--- src/rtl/alu_arbiter.sv ---
// Round-robin arbiter that lets two requesters share one combinational ALU.
// Each operation runs IDLE -> EXEC -> RESP; multiply stays in EXEC for MUL_LAT cycles.
module alu_arbiter #(
  parameter int unsigned MUL_LAT = 3
) (
  input  logic        clk_i,
  input  logic        rst_i,
  input  logic        a_req_i,
  input  logic [2:0]  a_ctr_i,
  input  logic [31:0] a_data1_i,
  input  logic [31:0] a_data2_i,
  input  logic        b_req_i,
  input  logic [2:0]  b_ctr_i,
  input  logic [31:0] b_data1_i,
  input  logic [31:0] b_data2_i,
  output logic        a_ack_o,
  output logic        b_ack_o,
  output logic [31:0] res_o,
  output logic        err_o,
  output logic [31:0] alu_data1_o,
  output logic [31:0] alu_data2_o,
  output logic [2:0]  alu_ctr_o,
  input  logic [31:0] alu_res_i,
  output logic        busy_o
);

  localparam logic [1:0] IDLE = 2'd0;
  localparam logic [1:0] EXEC = 2'd1;
  localparam logic [1:0] RESP = 2'd2;

  localparam logic [2:0] OP_MUL   = 3'b100;
  localparam logic [3:0] MUL_LOAD = 4'(MUL_LAT - 1);

  logic [1:0]  state_q, state_d;
  logic        last_b_q, last_b_d;
  logic [2:0]  ctr_q, ctr_d;
  logic [31:0] data1_q, data1_d;
  logic [31:0] data2_q, data2_d;
  logic [3:0]  cnt_q, cnt_d;
  logic [31:0] res_q, res_d;
  logic        err_q, err_d;
  logic        pick_b;
  logic [2:0]  sel_ctr;
  logic        illegal_op;

  // last_b_q doubles as the owner of the in-flight operation, since it only changes on a grant
  always_comb begin
    state_d    = state_q;
    last_b_d   = last_b_q;
    ctr_d      = ctr_q;
    data1_d    = data1_q;
    data2_d    = data2_q;
    cnt_d      = cnt_q;
    res_d      = res_q;
    err_d      = err_q;
    pick_b     = b_req_i && (!a_req_i || !last_b_q);
    sel_ctr    = pick_b ? b_ctr_i : a_ctr_i;
    illegal_op = (ctr_q > OP_MUL);

    case (state_q)
      IDLE: begin
        if (a_req_i || b_req_i) begin
          state_d  = EXEC;
          last_b_d = pick_b;
          ctr_d    = sel_ctr;
          data1_d  = pick_b ? b_data1_i : a_data1_i;
          data2_d  = pick_b ? b_data2_i : a_data2_i;
          cnt_d    = (sel_ctr == OP_MUL) ? MUL_LOAD : 4'd0;
        end
      end
      EXEC: begin
        if (cnt_q == 4'd0) begin
          state_d = RESP;
          res_d   = illegal_op ? 32'd0 : alu_res_i;
          err_d   = illegal_op;
        end else begin
          cnt_d = cnt_q - 4'd1;
        end
      end
      RESP:    state_d = IDLE;
      default: state_d = IDLE;
    endcase
  end

  always_ff @(posedge clk_i or negedge rst_i) begin
    if (!rst_i) begin
      state_q  <= IDLE;
      last_b_q <= 1'b1;
      ctr_q    <= 3'd0;
      data1_q  <= 32'd0;
      data2_q  <= 32'd0;
      cnt_q    <= 4'd0;
      res_q    <= 32'd0;
      err_q    <= 1'b0;
    end else begin
      state_q  <= state_d;
      last_b_q <= last_b_d;
      ctr_q    <= ctr_d;
      data1_q  <= data1_d;
      data2_q  <= data2_d;
      cnt_q    <= cnt_d;
      res_q    <= res_d;
      err_q    <= err_d;
    end
  end

  assign a_ack_o     = (state_q == RESP) && !last_b_q;
  assign b_ack_o     = (state_q == RESP) && last_b_q;
  assign busy_o      = (state_q != IDLE);
  assign res_o       = res_q;
  assign err_o       = err_q;
  assign alu_ctr_o   = ctr_q;
  assign alu_data1_o = data1_q;
  assign alu_data2_o = data2_q;

endmodule

--- config.mk ---
export PLATFORM = sky130hd
export DESIGN_NAME = alu_arbiter
export DESIGN_NICKNAME = d
export VERILOG_FILES = /design/src/rtl/alu_arbiter.sv
export SDC_FILE = /design/constraint.sdc
export NUM_CORES = 1
export LEC_CHECK = 0
export ABC_AREA = 0
export CORE_MARGIN = 3
export CORE_UTILIZATION = 38
export CTS_CLUSTER_DIAMETER = 80
export CTS_CLUSTER_SIZE = 40
export DETAILED_ROUTE_END_ITERATION = 16
export PLACE_DENSITY = 0.88
export REMOVE_ABC_BUFFERS = 1
export SYNTH_ARGS = -nofsm -noshare
export SYNTH_HDL_FRONTEND = slang
export SYNTH_SLANG_ARGS = --single-unit
--- constraint.sdc ---
create_clock -name clk_i -period 2 [get_ports clk_i]
set_clock_uncertainty 0.2 [all_clocks]
set_input_delay 0.2 -clock clk_i [delete_from_list [all_inputs] [get_ports clk_i]]
set_output_delay 0.2 -clock clk_i [all_outputs]
set_load 0.005 [all_outputs]
==> implementation parameters <==
Parameter                              Value

Logic synthesis
  Mapped Cells    413
  Library cell occupying the most area in the post-synthesis netlist    sky130_fd_sc_hd__dfrtp_1
  Fraction of registers with async set/reset    100%
  Predominant post-synthesis flop cell    sky130_fd_sc_hd__dfrtp_1
  Sequential fraction of the synthesis area    56.8%
  Yosys synthesis warning count    0
  Cell types with the highest counts after synthesis    132 x sky130_fd_sc_hd__o21ai_0, 106 x sky130_fd_sc_hd__dfrtp_1, 69 x sky130_fd_sc_hd__mux2i_1
  Count of cell types in the netlist    31
  Most repeated cell in the gate-level netlist after synthesis    sky130_fd_sc_hd__o21ai_0
  Top cells by area in the synthesized netlist    sky130_fd_sc_hd__dfrtp_1 56%, sky130_fd_sc_hd__mux2i_1 15%, sky130_fd_sc_hd__o21ai_0 14%, sky130_fd_sc_hd__a22o_1 5.9%, sky130_fd_sc_hd__clkbuf_1 1.9%
  Synthesis-stage register bit count    107
  Area of the mapped netlist    0.00472 sq mm
  Fraction of post-synthesis cell area in the top cell type by area    56.2%
  Count of flip-flops with a built-in enable after synthesis    0
  Mapped Avg Cell Area    11.4 sq um

Cells and area
  Count of fill cells added during filler insertion    878
  Post-layout net count    844
  Fin area    0.00805 sq mm
  Area grow syn2layout    70.7%
  End-of-flow core utilization    66.7%
  Share of final-layout standard cells stronger than drive strength 1    5.75%
  Number of antenna cells inserted    0

STA
  Shortest clock period the worst path allows after layout    1.90 ns
  Final number of hold-violating endpoints    0
  Number of setup violations in the final report    0
  Unrepaired setup endpoints after global routing    no
  Final max-slew violation count    0
  Least-Margin Pin Slew    0.647 ns
  Post-route clock period utilization    94.8%
  Max-slew headroom    56.8%
  Worst Hold Margin    0.202 ns
  Total negative setup slack    0 ns
  Highest achievable clock rate    528 MHz

Power
  Power density relative to cell area    1390 mW/mm^2
  Max VDD drop    0.754 mV
  Internal power    7530 uW
  Switching power    3630 uW
  Static power due to leakage    0.00339 uW
  Clk network pwr share    16.7%
  Total chip power    11,200 uW
  Proportion of power drawn by flip-flops and latches    33.9%
  Share of total power in combinational logic    49.3%
  Switching Share    32.5%

Setup path
  Critical path class    flop to primary output
  List of cells traversed by the critical path    or2_4 -> buf_12 -> dlygate4sd2_1
  Slowest CP cell    sky130_fd_sc_hd__dfrtp_1
  Required time at the endpoint of the critical path    1.60 ns
  Arrival time reported for the critical path endpoint    1.50 ns
  Type of destination of the critical path    primary output
  CP peak stage delay    0.40 ns
  Peak fanout along the critical path    35
  Startpoint class of the critical path    flop

Floorplan
  DIE HEIGHT    117 um
  Number of placement rows    40
  Standard cell core area    0.0121 sq mm
  Floorplan die area    0.0138 sq mm
  Top-level port count    273
  Die width    117 um
  Initial Utilization    39.1%

Placement
  GPL Wtd Cong    0.805
  Cell area after placement    0.00766 sq mm
  DPL Wire Length    11.3 mm
  Number of port buffers    272

GRT
  Sum of overflow across all layers after global routing    0
  Initial antenna violation count    0
  Number of global-route vias before repair    4,708
  Global-route wire length before repair    25.1 mm
  GRT Overall Usage    22.7%
  Largest net degree at the start of global routing    108

Route
  Mean routed wirelength per cell    18.5 um
  Drt pass-1 iters    4
  Via count normalized by instance count    5.19
  Post-detailed-route count of antenna-violating nets    0
  Sum of routed wire length over all layers    15.7 mm
  Initial detailed-routing violation count    235
  DRC Markers    0
  Detailed-route via count    4,388

Clock network
  Maximum count of clock buffers along a single path    2
  Root buffer selected by CTS    sky130_fd_sc_hd__clkbuf_16
  Clock latency of the later-clocked register in the worst-skew pair    0.35 ns
  Clock buffer count from CTS    9
  Number of levels in the clock H-tree    3
  Clock tree from TritonCTS    built
  Number of sinks driven by the clock tree    107
  Clock input transition at the sequential cells of the worst setup and hold paths    0.07 ns

Hold path
  Class of the tightest hold or removal check    primary input to asynchronous set/reset pin

Flow run
  Max Cap Viol    0

Run status
  Outcome    completed
worst max-delay path: cells and delay by family, from the launching register on:
family	cells	cell delay, ns
simple gates	1	0.29
flops	1	0.40
buf+inv	2	0.45
layout make-up:
| type | instances | area [sq um] | area share, % |
|---|---|---|---|
| repair buffers | 287 | 2960 | 36.7 |
| flip-flops and latches | 107 | 2680 | 33.3 |
| multi-input cells | 265 | 1880 | 23.4 |
| clock buffers | 10 | 229 | 2.84 |
| well taps | 168 | 210 | 2.61 |
| clock inverters | 6 | 80.1 | 0.995 |
| inverters | 3 | 11.3 | 0.140 |
power groups by stage:
stage | clock, uW | sequential [uW] | combinational (uW)
6_report | 1870 | 3790 | 5510
3_5_place_dp | 0 | 3810 | 5310
4_1_cts | 1910 | 3780 | 5550
3_3_place_gp | 0 | 3750 | 5110
5_1_grt | 1990 | 3920 | 5960
2_1_floorplan | 0 | 3820 | 2060
placed cells by master (no fill, tap or decap), types with 4 or more instances in the layout:
master                            instances
sky130_fd_sc_hd__clkdlybuf4s50_1        269
sky130_fd_sc_hd__o21ai_0                132
sky130_fd_sc_hd__dfrtp_1                106
sky130_fd_sc_hd__mux2i_1                 69
sky130_fd_sc_hd__a22o_1                  32
sky130_fd_sc_hd__clkbuf_16                9
sky130_fd_sc_hd__buf_12                   8
sky130_fd_sc_hd__o21ai_1                  6
sky130_fd_sc_hd__buf_4                    6
sky130_fd_sc_hd__clkinv_2                 4
cell families (layout without fill, tap and decap cells):
logic type	Yosys count	after routing	synth area share, %
compound gates	175	175	21.3
fa+ha+maj	1	1	0.265
buf+inv	41	306	3.95
flops	107	107	56.8
mux	70	70	15.0
simple gates	19	19	2.68
metal layers:
metal / up-vias / global-route usage, % / wire length [um]
li1: 2032 / - / -
met1: 2127 / 26.9 / 6070
met2: 196 / 39.2 / 8150
met3: 33 / 5.50 / 1010
met4: 0 / 9.82 / 432
met5: - / 0 / 0
worst paths after layout:
check | startpoint | end | slack [ns] | depth (start not counted)
max | state_q[0] | busy_o | 0.10 | 3
min | rst_i | res_o[9] | 0.20 | 3
max reg2reg | cnt_q[0] | res_o[11] | 0.11 | 6
min reg2reg | alu_data1_o[29] | alu_data1_o[29] | 0.30 | 2
max in group asynchronous | rst_i | alu_data1_o[14] | 0.85 | 3
min in group clk_i | alu_res_i[8] | res_o[8] | 0.25 | 2
registers in the layout (all words and copies together), names as in the netlist:
signal and flops:
last_b_q 1, res_o 32, alu_data1_o 32, alu_ctr_o 3, state_q 2, alu_data2_o 32
cnt_q 4, err_o 1
metrics by stage:
stage               setup WS [ns]  cells
floorplan                   -6.56    375
finish                      0.104    846
CTS                        0.0132    846
global route              0.00244    846
global placement           0.0411    825
detailed placement       -0.00215    825
what timing repair did:
item | 4_1_cts | 5_1_grt
gates cloned | 1 | 0
buffers inserted | 3 | 0
hold buffers | 1 | 0
endpoints found under the setup margin | 3 | 33
resized for setup | 3 | 2
endpoints found under the hold margin | 106 | 0
Power figures use the tool's default switching activity.
==> edit 1, RTL diff (same flow settings) <==
Put one more register stage on the output `err_o`, with the module's reset. The value now appears one clock later. The other outputs are not delayed to match.
--- a/src/rtl/alu_arbiter.sv
+++ b/src/rtl/alu_arbiter.sv
@@ -108,7 +108,13 @@
   assign b_ack_o     = (state_q == RESP) && last_b_q;
   assign busy_o      = (state_q != IDLE);
   assign res_o       = res_q;
-  assign err_o       = err_q;
+  always_ff @(posedge clk_i or negedge rst_i) begin
+    if (!rst_i) begin
+      err_o <= '0;
+    end else begin
+      err_o <= err_q;
+    end
+  end
   assign alu_ctr_o   = ctr_q;
   assign alu_data1_o = data1_q;
   assign alu_data2_o = data2_q;
Behaviour: not the same (Yosys sat finds a counterexample within 4 cycles, from zero or initial values and one cycle with rst_i low).
==> edit 1 against the original RTL <==
Design area is 0.39% higher; highest routed layer unchanged; sequential cell count up 1; synthesized area up 0.53%; non-clock buffer count increased by 4; die area rose by 0.50%; sequential power increased by 1%; worst setup slack worse by 0.042 ns; total power is 0.15% higher; routed wire length rose by 4.9%.
==> edit 1: results (changes against the original RTL) <==
status -> completed
largest net degree at the start of global routing -> 43 (-60%)
post-synthesis mux area share -> 0.1489 (-0.0007899)
met3 WL post-DR -> 1147 microns (+13%)
Max stage delay cell, worst path -> or4_1
Worst Setup SP -> cnt_q[0]
via count -> 4511 (+2.8%)
Leakage -> 3.433 nW (+1.3%)
DP Cell Count -> 830 (+0.61%)
Cells after Synth -> 414 (+0.24%)
Routed WL -> 16430 microns (+4.9%)
met2 wire len -> 8451 microns (+3.7%)
Post-DP HPWL -> 12140 microns (+7.0%)
overall fraction of global-route tracks in use -> 0.2353 (+0.008773)
maximum vdd drop -> 0.6090 mV (-19%)
layout cells sized above 1 -> 0.06149 (+0.003971)
Routed met1 length -> 6189 microns (+2.0%)
Critical Path Max Stage Delay -> 0.49 ns (+0.09 ns)
family with the most delay on the worst path -> simple AND/OR/NAND/NOR gates
dpl cell area -> 0.007707 sq mm (+0.56%)
Fin Setup TNS -> 0 ns (unchanged)
CP max FO -> 5 (-86%)
post-cts sizing count -> 2 (-1)
via density per instance -> 5.301 (+2.2%)
Seq/Total Area, Yosys -> 0.5703 (+0.002280)
Adder-Cell Fraction of Synth Area -> 0.002639 (-0.00001400)
Area contributors post-synth -> dfrtp_1, mux2i_1, o21ai_0
Worst R2R End -> cnt_q[3]
Crit. End Element -> flip-flop
wire length of the first global-routing pass -> 26210 microns (+4.5%)
Iter 0 DRT Violations -> 251 (+6.8%)
RePlAce Congestion -> 0.7975 (-0.97%)
number of global-route vias before repair -> 4827 (+2.5%)
pre-CTS WS -> -0.05757 ns (-0.05542 ns)
relative slew slack -> 0.6439 (+0.07550)
final worst setup slack -> 0.06270 ns (-0.04156 ns)
Hold Crit Class -> in -> async
synth cell count leaders -> o21ai_0, dfrtp_1, mux2i_1, a22o_1, clkbuf_1
-- edit 1: cell count changes after synthesis --
cell,change
dfrtp_1,+1
-- edit 1: metal layers --
layer  vias to the layer above  track usage
li1                       2048            -
met1                      2206       0.2784
met2                       212       0.4017
met3                        45      0.05911
met4                         0       0.1106
met5                         -            0
-- edit 1: layout make-up --
type | count | area [sq um]
flip-flops and latches | 108 | 2704
repair buffers | 291 | 2960
clock inverters | 5 | 75.07
fillers | 903 | 4030
clock buffers | 11 | 242.7
multi-input cells | 265 | 1878
well taps | 168 | 210.2
inverters | 3 | 11.26
-- edit 1: worst min-delay path by stage --
stage / end / slack [ns] / cells after the start
floorplan: alu_ctr_o[0] / -0.30 / 0
global placement: res_o[12] / 0.006 / 1
detailed placement: res_o[12] / 0.02 / 1
CTS: res_o[13] / 0.20 / 2
global route: err_o / 0.21 / 0
finish: res_o[12] / 0.20 / 2
-- edit 1: where the power goes --
part           internal, mW  switching [mW]
logic                  3.14            2.31
registers              3.25           0.572
clock network          1.13           0.783
==> edit 2, RTL diff (same flow settings) <==
Without the edit above. Make the reset (`rst_i`) synchronous in one clocked block.
--- a/src/rtl/alu_arbiter.sv
+++ b/src/rtl/alu_arbiter.sv
@@ -82,7 +82,7 @@
     endcase
   end
 
-  always_ff @(posedge clk_i or negedge rst_i) begin
+  always_ff @(posedge clk_i) begin
     if (!rst_i) begin
       state_q  <= IDLE;
       last_b_q <= 1'b1;
Behaviour: differs if rst_i is asserted again (counterexample within 4 cycles, from zero or initial values and one cycle with rst_i low); with rst_i held inactive, the same outputs for 4 cycles.
==> edit 2 against the original RTL <==
Design area down 4.6%; synthesized area fell by 4.5%; worst hold slack better by 0.077 ns; highest routed layer unchanged; worst setup slack better by 0.0026 ns; sequential cell count did not move; via count is 1.1% higher; largest cell class unchanged; routed wire length decreased by 8.5%.
Power is not compared: it rests on default switching activity, and its combinational part moved more than twofold at a synthesized area within 25%.
==> edit 2: results (changes against the original RTL) <==
Adder-Cell Fraction of Synth Area -> 0.002779 (+0.0001261)
routing usage on met1 -> 0.2248 (-0.04421)
largest net degree at the start of global routing -> 85 (-21%)
fillers -> 861 (-1.9%)
Routed WL -> 14330 microns (-8.5%)
layout cells sized above 1 -> 0.07628 (+0.01876)
post-cts sizing count -> 0 (-3)
Iter 0 DRT Violations -> 214 (-8.9%)
P&R area growth vs syn -> 70.59% (about the same)
RePlAce Congestion -> 0.8673 (+7.7%)
met3 WL post-DR -> 1191 microns (+17%)
Area contributors post-synth -> dfxtp_1, mux2i_1, a211oi_1
final cell count without fillers -> 864 (+2.1%)
GR Util met3 -> 0.06263 (+0.007665)
met2 wire len -> 7217 microns (-11%)
Routed met1 length -> 5425 microns (-11%)
dpl cell area -> 0.007411 sq mm (-3.3%)
fin crit period -> 1.893 ns (-0.002577 ns)
post-synthesis mux area share -> 0.1490 (-0.0006702)
via count -> 4436 (+1.1%)
status -> completed
Critical Path Max Stage Delay -> 0.50 ns (+0.10 ns)
number of global-route vias before repair -> 4555 (-3.2%)
Max stage delay cell, worst path -> clkdlybuf4s50_1
relative slew slack -> 0.7619 (+0.1935)
[edit 2: cell count changes in the layout (fill, tap and decap cells not counted), moves of 4 or more]
| cell | delta |
|---|---|
| dfrtp_1 | -106 |
| buf_4 | +6 |
| a21oi_1 | +4 |
| o21ai_0 | -128 |
| a22o_1 | -32 |
| a211oi_2 | +10 |
| a22oi_1 | +32 |
| nor2_1 | +103 |
| a211oi_1 | +57 |
| dfxtp_1 | +106 |
| o21ai_1 | -6 |
[edit 2: where the power goes]
| group | switching (mW) | internal (mW) |
|---|---|---|
| registers | 0.231 | 2.51 |
| logic | 1.05 | 1.43 |
| clock network | 0.730 | 0.893 |
| total | 2.01 | 4.83 |
[edit 2: final cells by class]
class	count	share of cell area
Clock buffer	11	0.03291
Clock inverter	3	0.001955
Inverter	5	0.002607
Multi-Input combinational cell	304	0.2757
Sequential cell	107	0.2791
Tap cell	143	0.02330
Timing Repair Buffer	291	0.3845
